<file path="src/rtl/lsu_mem_ctrl_pkg.sv">
// Shared definitions for the load/store unit: funct3 encodings, FSM states,
// access-size decode and funct3 legality check.
package lsu_pkg;

   localparam logic [2:0] F3_B  = 3'b000;
   localparam logic [2:0] F3_H  = 3'b001;
   localparam logic [2:0] F3_W  = 3'b010;
   localparam logic [2:0] F3_BU = 3'b100;
   localparam logic [2:0] F3_HU = 3'b101;

   typedef enum logic [2:0] {
      S_IDLE,
      S_RD0,
      S_RD1,
      S_WR0,
      S_WR1,
      S_RESP,
      S_ERR
   } state_t;

   // Access size in bytes (1, 2 or 4); unsigned variants share the low bits.
   function automatic logic [2:0] size_of(input logic [2:0] f3);
      logic [2:0] sz;
      case (f3[1:0])
         2'b00:   sz = 3'd1;
         2'b01:   sz = 3'd2;
         default: sz = 3'd4;
      endcase
      return sz;
   endfunction

   // Stores accept only B/H/W; loads additionally accept BU/HU.
   function automatic logic f3_legal(input logic we, input logic [2:0] f3);
      logic ok;
      case (f3)
         F3_B, F3_H, F3_W: ok = 1'b1;
         F3_BU, F3_HU:     ok = ~we;
         default:          ok = 1'b0;
      endcase
      return ok;
   endfunction

endpackage

</file>
<file path="src/rtl/lsu_mem_ctrl_align.sv">
// Combinational byte-lane datapath: merges store data into the two buffered
// words and extracts/extends load data from them.
module lsu_align
   import lsu_pkg::*;
(
   input  logic [31:0] buf0,
   input  logic [31:0] buf1,
   input  logic [1:0]  off,
   input  logic [2:0]  funct3,
   input  logic [31:0] wdata,
   output logic [31:0] merge0,
   output logic [31:0] merge1,
   output logic [31:0] rdata
);

   logic [2:0]  w_size;
   logic [7:0]  w_size_mask;
   logic [7:0]  w_lane_mask;
   logic [63:0] w_old;
   logic [63:0] w_wd_shift;
   logic [63:0] w_merged;
   logic [63:0] w_rd_shift;
   logic [31:0] w_rd_word;

   assign w_size = size_of(funct3);
   assign w_old  = {buf1, buf0};

   // Lanes covered by the access, before positioning at the byte offset.
   always_comb begin
      case (w_size)
         3'd1:    w_size_mask = 8'h01;
         3'd2:    w_size_mask = 8'h03;
         default: w_size_mask = 8'h0F;
      endcase
   end

   assign w_lane_mask = w_size_mask << off;
   assign w_wd_shift  = {32'd0, wdata} << {off, 3'b000};

   genvar gi;
   generate
      for (gi = 0; gi < 8; gi++) begin : g_lane
         assign w_merged[8*gi +: 8] = w_lane_mask[gi] ? w_wd_shift[8*gi +: 8]
                                                       : w_old[8*gi +: 8];
      end
   endgenerate

   assign merge0 = w_merged[31:0];
   assign merge1 = w_merged[63:32];

   assign w_rd_shift = w_old >> {off, 3'b000};
   assign w_rd_word  = w_rd_shift[31:0];

   // Sign- or zero-extend the low bytes of the realigned load word.
   always_comb begin
      case (funct3)
         F3_B:    rdata = {{24{w_rd_word[7]}}, w_rd_word[7:0]};
         F3_H:    rdata = {{16{w_rd_word[15]}}, w_rd_word[15:0]};
         F3_BU:   rdata = {24'd0, w_rd_word[7:0]};
         F3_HU:   rdata = {16'd0, w_rd_word[15:0]};
         default: rdata = w_rd_word;
      endcase
   end

endmodule

</file>
<file path="src/rtl/lsu_mem_ctrl.sv">
// Load/store unit for a single-port data memory without byte enables.
// Sub-word and misaligned stores use read-modify-write; word-straddling
// accesses are split into two word accesses.
module lsu_mem_ctrl
   import lsu_pkg::*;
#(
   parameter int MEM_AW = 30
)(
   input  logic        clk,
   input  logic        rst_n,
   input  logic        req_valid,
   output logic        req_ready,
   input  logic        req_we,
   input  logic [2:0]  req_funct3,
   input  logic [31:0] req_addr,
   input  logic [31:0] req_wdata,
   output logic        resp_valid,
   output logic [31:0] resp_rdata,
   output logic        resp_err,
   output logic [31:0] mem_adr,
   output logic [31:0] mem_wd,
   output logic        mem_we,
   output logic        mem_oe,
   input  logic [31:0] mem_rd
);

   state_t              r_state;
   state_t              w_state_next;
   logic [MEM_AW-1:0]   r_w0;
   logic [1:0]          r_off;
   logic [2:0]          r_size;
   logic                r_we;
   logic [2:0]          r_funct3;
   logic [31:0]         r_wdata;
   logic [31:0]         r_buf0;
   logic [31:0]         r_buf1;

   logic                w_accept;
   logic                w_aligned_sw;
   logic                w_span;
   logic [MEM_AW-1:0]   w_w1;
   logic [31:0]         w_merge0;
   logic [31:0]         w_merge1;
   logic [31:0]         w_rdata;

   assign w_accept     = req_valid && (r_state == S_IDLE);
   assign w_aligned_sw = req_we && (req_funct3 == F3_W) && (req_addr[1:0] == 2'b00);
   assign w_span       = ({2'b00, r_off} + {1'b0, r_size}) > 4'd4;
   assign w_w1         = r_w0 + MEM_AW'(1);
   assign req_ready    = (r_state == S_IDLE);

   lsu_align u_align (
      .buf0   (r_buf0),
      .buf1   (r_buf1),
      .off    (r_off),
      .funct3 (r_funct3),
      .wdata  (r_wdata),
      .merge0 (w_merge0),
      .merge1 (w_merge1),
      .rdata  (w_rdata)
   );

   // State register.
   always_ff @(posedge clk or negedge rst_n) begin
      if (!rst_n) begin
         r_state <= S_IDLE;
      end else begin
         r_state <= w_state_next;
      end
   end

   // Next-state decode.
   always_comb begin
      w_state_next = r_state;
      case (r_state)
         S_IDLE: begin
            if (w_accept) begin
               if (!f3_legal(req_we, req_funct3)) begin
                  w_state_next = S_ERR;
               end else if (w_aligned_sw) begin
                  w_state_next = S_WR0;
               end else begin
                  w_state_next = S_RD0;
               end
            end
         end
         S_RD0:   w_state_next = w_span ? S_RD1 : (r_we ? S_WR0 : S_RESP);
         S_RD1:   w_state_next = r_we ? S_WR0 : S_RESP;
         S_WR0:   w_state_next = w_span ? S_WR1 : S_RESP;
         S_WR1:   w_state_next = S_RESP;
         S_RESP:  w_state_next = S_IDLE;
         S_ERR:   w_state_next = S_IDLE;
         default: w_state_next = S_IDLE;
      endcase
   end

   // Request capture; buffers are cleared on accept so stale data never leaks.
   always_ff @(posedge clk or negedge rst_n) begin
      if (!rst_n) begin
         r_w0     <= '0;
         r_off    <= '0;
         r_size   <= '0;
         r_we     <= 1'b0;
         r_funct3 <= '0;
         r_wdata  <= '0;
      end else if (w_accept) begin
         r_w0     <= req_addr[MEM_AW+1:2];
         r_off    <= req_addr[1:0];
         r_size   <= size_of(req_funct3);
         r_we     <= req_we;
         r_funct3 <= req_funct3;
         r_wdata  <= req_wdata;
      end
   end

   // Read buffers filled during the read phases.
   always_ff @(posedge clk or negedge rst_n) begin
      if (!rst_n) begin
         r_buf0 <= '0;
         r_buf1 <= '0;
      end else if (w_accept) begin
         r_buf0 <= '0;
         r_buf1 <= '0;
      end else if (r_state == S_RD0) begin
         r_buf0 <= mem_rd;
      end else if (r_state == S_RD1) begin
         r_buf1 <= mem_rd;
      end
   end

   // Memory and response outputs decoded from registered state only.
   always_comb begin
      mem_adr    = '0;
      mem_wd     = '0;
      mem_we     = 1'b0;
      mem_oe     = 1'b0;
      resp_valid = 1'b0;
      resp_err   = 1'b0;
      resp_rdata = '0;
      case (r_state)
         S_RD0: begin
            mem_adr = 32'(r_w0);
            mem_oe  = 1'b1;
         end
         S_RD1: begin
            mem_adr = 32'(w_w1);
            mem_oe  = 1'b1;
         end
         S_WR0: begin
            mem_adr = 32'(r_w0);
            mem_we  = 1'b1;
            mem_wd  = w_merge0;
         end
         S_WR1: begin
            mem_adr = 32'(w_w1);
            mem_we  = 1'b1;
            mem_wd  = w_merge1;
         end
         S_RESP: begin
            resp_valid = 1'b1;
            resp_rdata = r_we ? 32'd0 : w_rdata;
         end
         S_ERR: begin
            resp_valid = 1'b1;
            resp_err   = 1'b1;
         end
         default: begin
         end
      endcase
   end

endmodule
</file>
<file path="config.mk">
export PLATFORM = sky130hd
export DESIGN_NAME = lsu_mem_ctrl
export DESIGN_NICKNAME = d
export VERILOG_FILES = /design/src/rtl/lsu_mem_ctrl_pkg.sv /design/src/rtl/lsu_mem_ctrl_align.sv /design/src/rtl/lsu_mem_ctrl.sv
export SDC_FILE = /design/constraint.sdc
export NUM_CORES = 1
export LEC_CHECK = 0
export BUFFER_PORTS_ARGS = -buffer_cell sky130_fd_sc_hd__buf_2
export CAP_MARGIN = 40
export CORE_MARGIN = 2
export CORE_UTILIZATION = 45
export DETAILED_ROUTE_END_ITERATION = 10
export PLACE_DENSITY = 0.67
export SYNTH_ARGS = -nofsm -noshare
export SYNTH_HDL_FRONTEND = slang
export SYNTH_SLANG_ARGS = --single-unit
</file>
<file path="constraint.sdc">
create_clock -name clk -period 2.4 [get_ports clk]
set_input_delay 0.12 -clock clk [delete_from_list [all_inputs] [get_ports clk]]
set_output_delay 0.12 -clock clk [all_outputs]
set_load 0.02 [all_outputs]
</file>
==> results.json <==
{
  "nets": 1584,
  "overflow": 0,
  "grtUsageMet3_pct": 6.09,
  "grt_pass1_vias": 9721,
  "grt_pass1_wl_um": 55500,
  "postSynth.asyncResetShare_pct": 100,
  "groute.usage.overall_pct": 32.6,
  "ys.warnings.count": 0,
  "start_util_pct": 46.2,
  "ios": 204,
  "finalWorstSetupSlack_ns": -0.0986,
  "die_h_um": 149,
  "cap_viol_max_count": 0,
  "cp_data_required_time_ns": 2.28,
  "period_share_pct": 104,
  "seq_area_frac_synth_pct": 36.6,
  "path_class": "reg2out",
  "cts_tree": "built",
  "vias_per_cell": 5.88,
  "setup_viol": 19,
  "drt_iter0_drc": 1094,
  "max_slew_margin_pct": 60.7,
  "violations": "setup timing",
  "grt.busiest_layer": "met2",
  "tightest_slew_ns": 0.589,
  "path_cells": "mux2i_1 > mux4_2 > or4_4 > o21ai_1 > buf_4",
  "wl_um": 36400,
  "grt_max_degree": 98,
  "numCtsBuffers": 17,
  "ff_latch_area_mm2": 0.00347,
  "ir_drop_mv": 0.719,
  "synth_area_per_cell_um2": 8.27,
  "drive_gt1_share_pct": 31.4,
  "cp_num_cells": 5,
  "clock_sinks": 138,
  "timing.rr.end": "r_state[1]",
  "r2r_cells": 7,
  "setup_tns_ns": -1.12,
  "path_clk_slew_ns": 0.06,
  "grt_setup_unrepaired": "yes",
  "period_needed_ns": 2.50,
  "wl_per_cell_um": 20.7,
  "multi_input_area_mm2": 0.00572,
  "die-area_mm2": 0.0221,
  "ant_nets": 0,
  "critPathMaxFanout": 8,
  "finClkSkew_ns": 0.00774,
  "start_kind": "flip-flop",
  "drtPass1Iterations": 5,
  "portBuffers": 201,
  "crit_slowest_cell": "mux4_2",
  "core-area_mm2": 0.0204,
  "cts-root-buf": "clkbuf_16",
  "max_stage_delay_ns": 0.54,
  "cp.arrival_ns": 2.38,
  "critPathTopFamily": "multiplexers",
  "fp.dieW_um": 149,
  "reg2reg_slack_ns": 0.12,
  "timing.hold.ws_ns": 0.00848,
  "grtUsageMet2_pct": 50.1,
  "drv_slew": 0,
  "vias": 10300,
  "cts_buffer_depth": 2,
  "syn2layout_area_growth_pct": 41.5,
  "startpoint": "r_funct3[0]",
  "r2r-start": "r_off[0]",
  "status": "complete, but fails checks",
  "met1_usage_pct": 47.3,
  "netlist_instances": 1140,
  "ys.flop_type": "dfrtp_1",
  "p_per_area_mw_per_mm2": 1400,
  "clock_latency_ns": 0.43,
  "ys_ff_latch": 138,
  "netlist_area_mm2": 0.00943,
  "hpwl_um": 24600,
  "num_rows": 52,
  "hold_class": "in2reg",
  "drc": 0,
  "finalHoldViolCount": 0,
  "cellLeakagePower_nw": 6.41,
  "synth_edf_count": 0,
  "cts_max_level": 4,
  "end_kind": "output pin",
  "fill_cells": 1678,
  "antenna_found_initial": 0,
  "place_congestion": 0.933,
  "critPathBufInv": 1,
  "synth_cell_types": 73,
  "timing.fmax_ghz": 0.400,
  "endpoint": "resp_rdata[18]",
  "antenna_cells": 0
}
where the power goes:
group	switching [mW]	internal, mW	total [mW]
sequential	1.56	3.41	4.98
combinational	6.29	4.80	11.1
clock	1.15	1.48	2.63
total	9.01	9.69	18.7
placed cells by master, fill, tap and decap left out, types with 4 or more instances in the layout:
master	Yosys	final
nand2_1	378	373
buf_2	19	173
dfrtp_1	138	122
buf_4	7	111
dlygate4sd3_1	0	100
mux2i_1	73	68
a21oi_1	61	56
nand3_1	51	48
o21ai_0	47	34
nor2_1	30	29
mux4_2	25	25
inv_1	24	24
buf_6	3	22
clkbuf_16	0	19
o22ai_1	18	17
dfrtp_2	0	16
nor3_1	13	13
o21ai_1	2	12
o21ai_2	10	12
nor2b_1	11	10
o31a_1	9	9
mux2_2	8	8
nand4_1	8	8
or4_4	2	7
a22o_1	7	7
o32ai_1	6	6
nor4_1	10	6
mux4_1	6	6
buf_12	0	6
a222oi_1	5	5
mux2i_2	0	5
o2bb2ai_1	5	5
a21oi_2	0	5
inv_6	0	5
o311ai_1	0	4
metal layers:
layer  part of all wire, %  wire (um)
met1                    42      15300
met2                    45      16500
met3                    10       3750
met4                   2.5        898
met5                     0          0
worst min-delay path by stage:
| stage | from | endpoint | slack [ns] | depth (start not counted) |
|---|---|---|---|---|
| 6_report | req_addr[1] | r_off[1] | 0.008 | 3 |
| 5_1_grt | req_addr[1] | r_off[1] | 0.02 | 3 |
| 4_1_cts | req_addr[1] | r_off[1] | 0.002 | 3 |
| 3_5_place_dp | rst_n | r_buf0[9] | 0.13 | 1 |
| 3_3_place_gp | rst_n | r_buf0[9] | 0.13 | 1 |
| 2_1_floorplan | rst_n | r_buf0[0] | -0.18 | 0 |
synth_stat cells (4+ instances only):
cell type  instances  area [um^2]
a21oi_1           61          305
o21ai_2           10         87.6
nand2_1          378         1420
o32ai_1            6         52.6
buf_1              7         26.3
a222oi_1           5         50.1
or4_1              6         45.0
inv_1             24         90.1
and2_1             4         25.0
o22ai_1           18          113
nor4_1            10         62.6
buf_2             19         95.1
nor2b_1           11         68.8
buf_4              7         52.6
o2bb2ai_1          5         43.8
o31a_1             9         78.8
a22o_1             7         61.3
o31ai_1            5         37.5
nor2_1            30          113
mux4_1             6          158
mux2i_1           73          731
nor3_1            13         65.1
o41ai_1            4         35.0
dfrtp_1          138         3450
nand2b_1           4         25.0
and4_1             4         35.0
nand4_1            8         50.1
or3_1              4         25.0
nand3_1           51          255
mux2_2             8         90.1
mux4_2            25          563
clkbuf_1          57          214
o21ai_0           47          235
o311ai_0           7         61.3
through the flow:
step,setup slack [ns],cells,utilization [%],area (um^2),power (mW)
6_report,-0.0986,1760,65.3,13300,18.7
2_1_floorplan,0.176,1141,-,9430,11.1
3_3_place_gp,0.229,1581,53.5,10900,14.3
3_5_place_dp,0.192,1581,53.5,10900,14.5
5_1_grt,-0.159,1760,65.3,13300,19.7
4_1_cts,-0.0962,1746,63.8,13000,17.9
registers in the layout, indices dropped and copies added (netlist names):
name,cells
r_buf0,32
r_buf1,32
r_wdata,32
r_w0,30
r_funct3,3
r_size,3
r_state,3
r_off,2
r_we,1
layout make-up:
type / instances / area share, %
clock buffers: 18 / 3.29
multi-input cells: 880 / 42.8
clock inverters: 14 / 1.02
repair buffers: 415 / 23.6
well taps: 270 / 2.53
inverters: 25 / 0.703
flip-flops and latches: 138 / 26.0
worst reg2reg max path, stage by stage (launching register included):
cell      delay (ns)
dfrtp_2         0.49
buf_4           0.18
ha_1            0.22
fa_1            0.52
o21bai_1        0.08
a21boi_0        0.33
o21ai_0         0.15
a32oi_1         0.22
what timing repair did:
item | 4_1_cts | 5_1_grt
gates cloned | 2 | 2
resized for setup | 86 | 53
pin swaps | 12 | 9
hold buffers | 100 | 0
setup endpoints to repair | 67 | 72
buffers inserted | 31 | 12
hold endpoints to repair | 187 | 0
cell families after synthesis:
kind of cell | Yosys count | share of synthesized area (%)
adder cells (fa/ha/maj) | 4 | 0.610
multiplexers | 112 | 16.3
other | 1 | 0.0398
AND/OR/NAND/NOR | 544 | 25.3
buffers and inverters | 124 | 6.00
AO/OA/AOI/OAI | 214 | 14.8
XOR/XNOR | 3 | 0.279
flip-flops | 138 | 36.6
(Power assumes the default switching activity.)
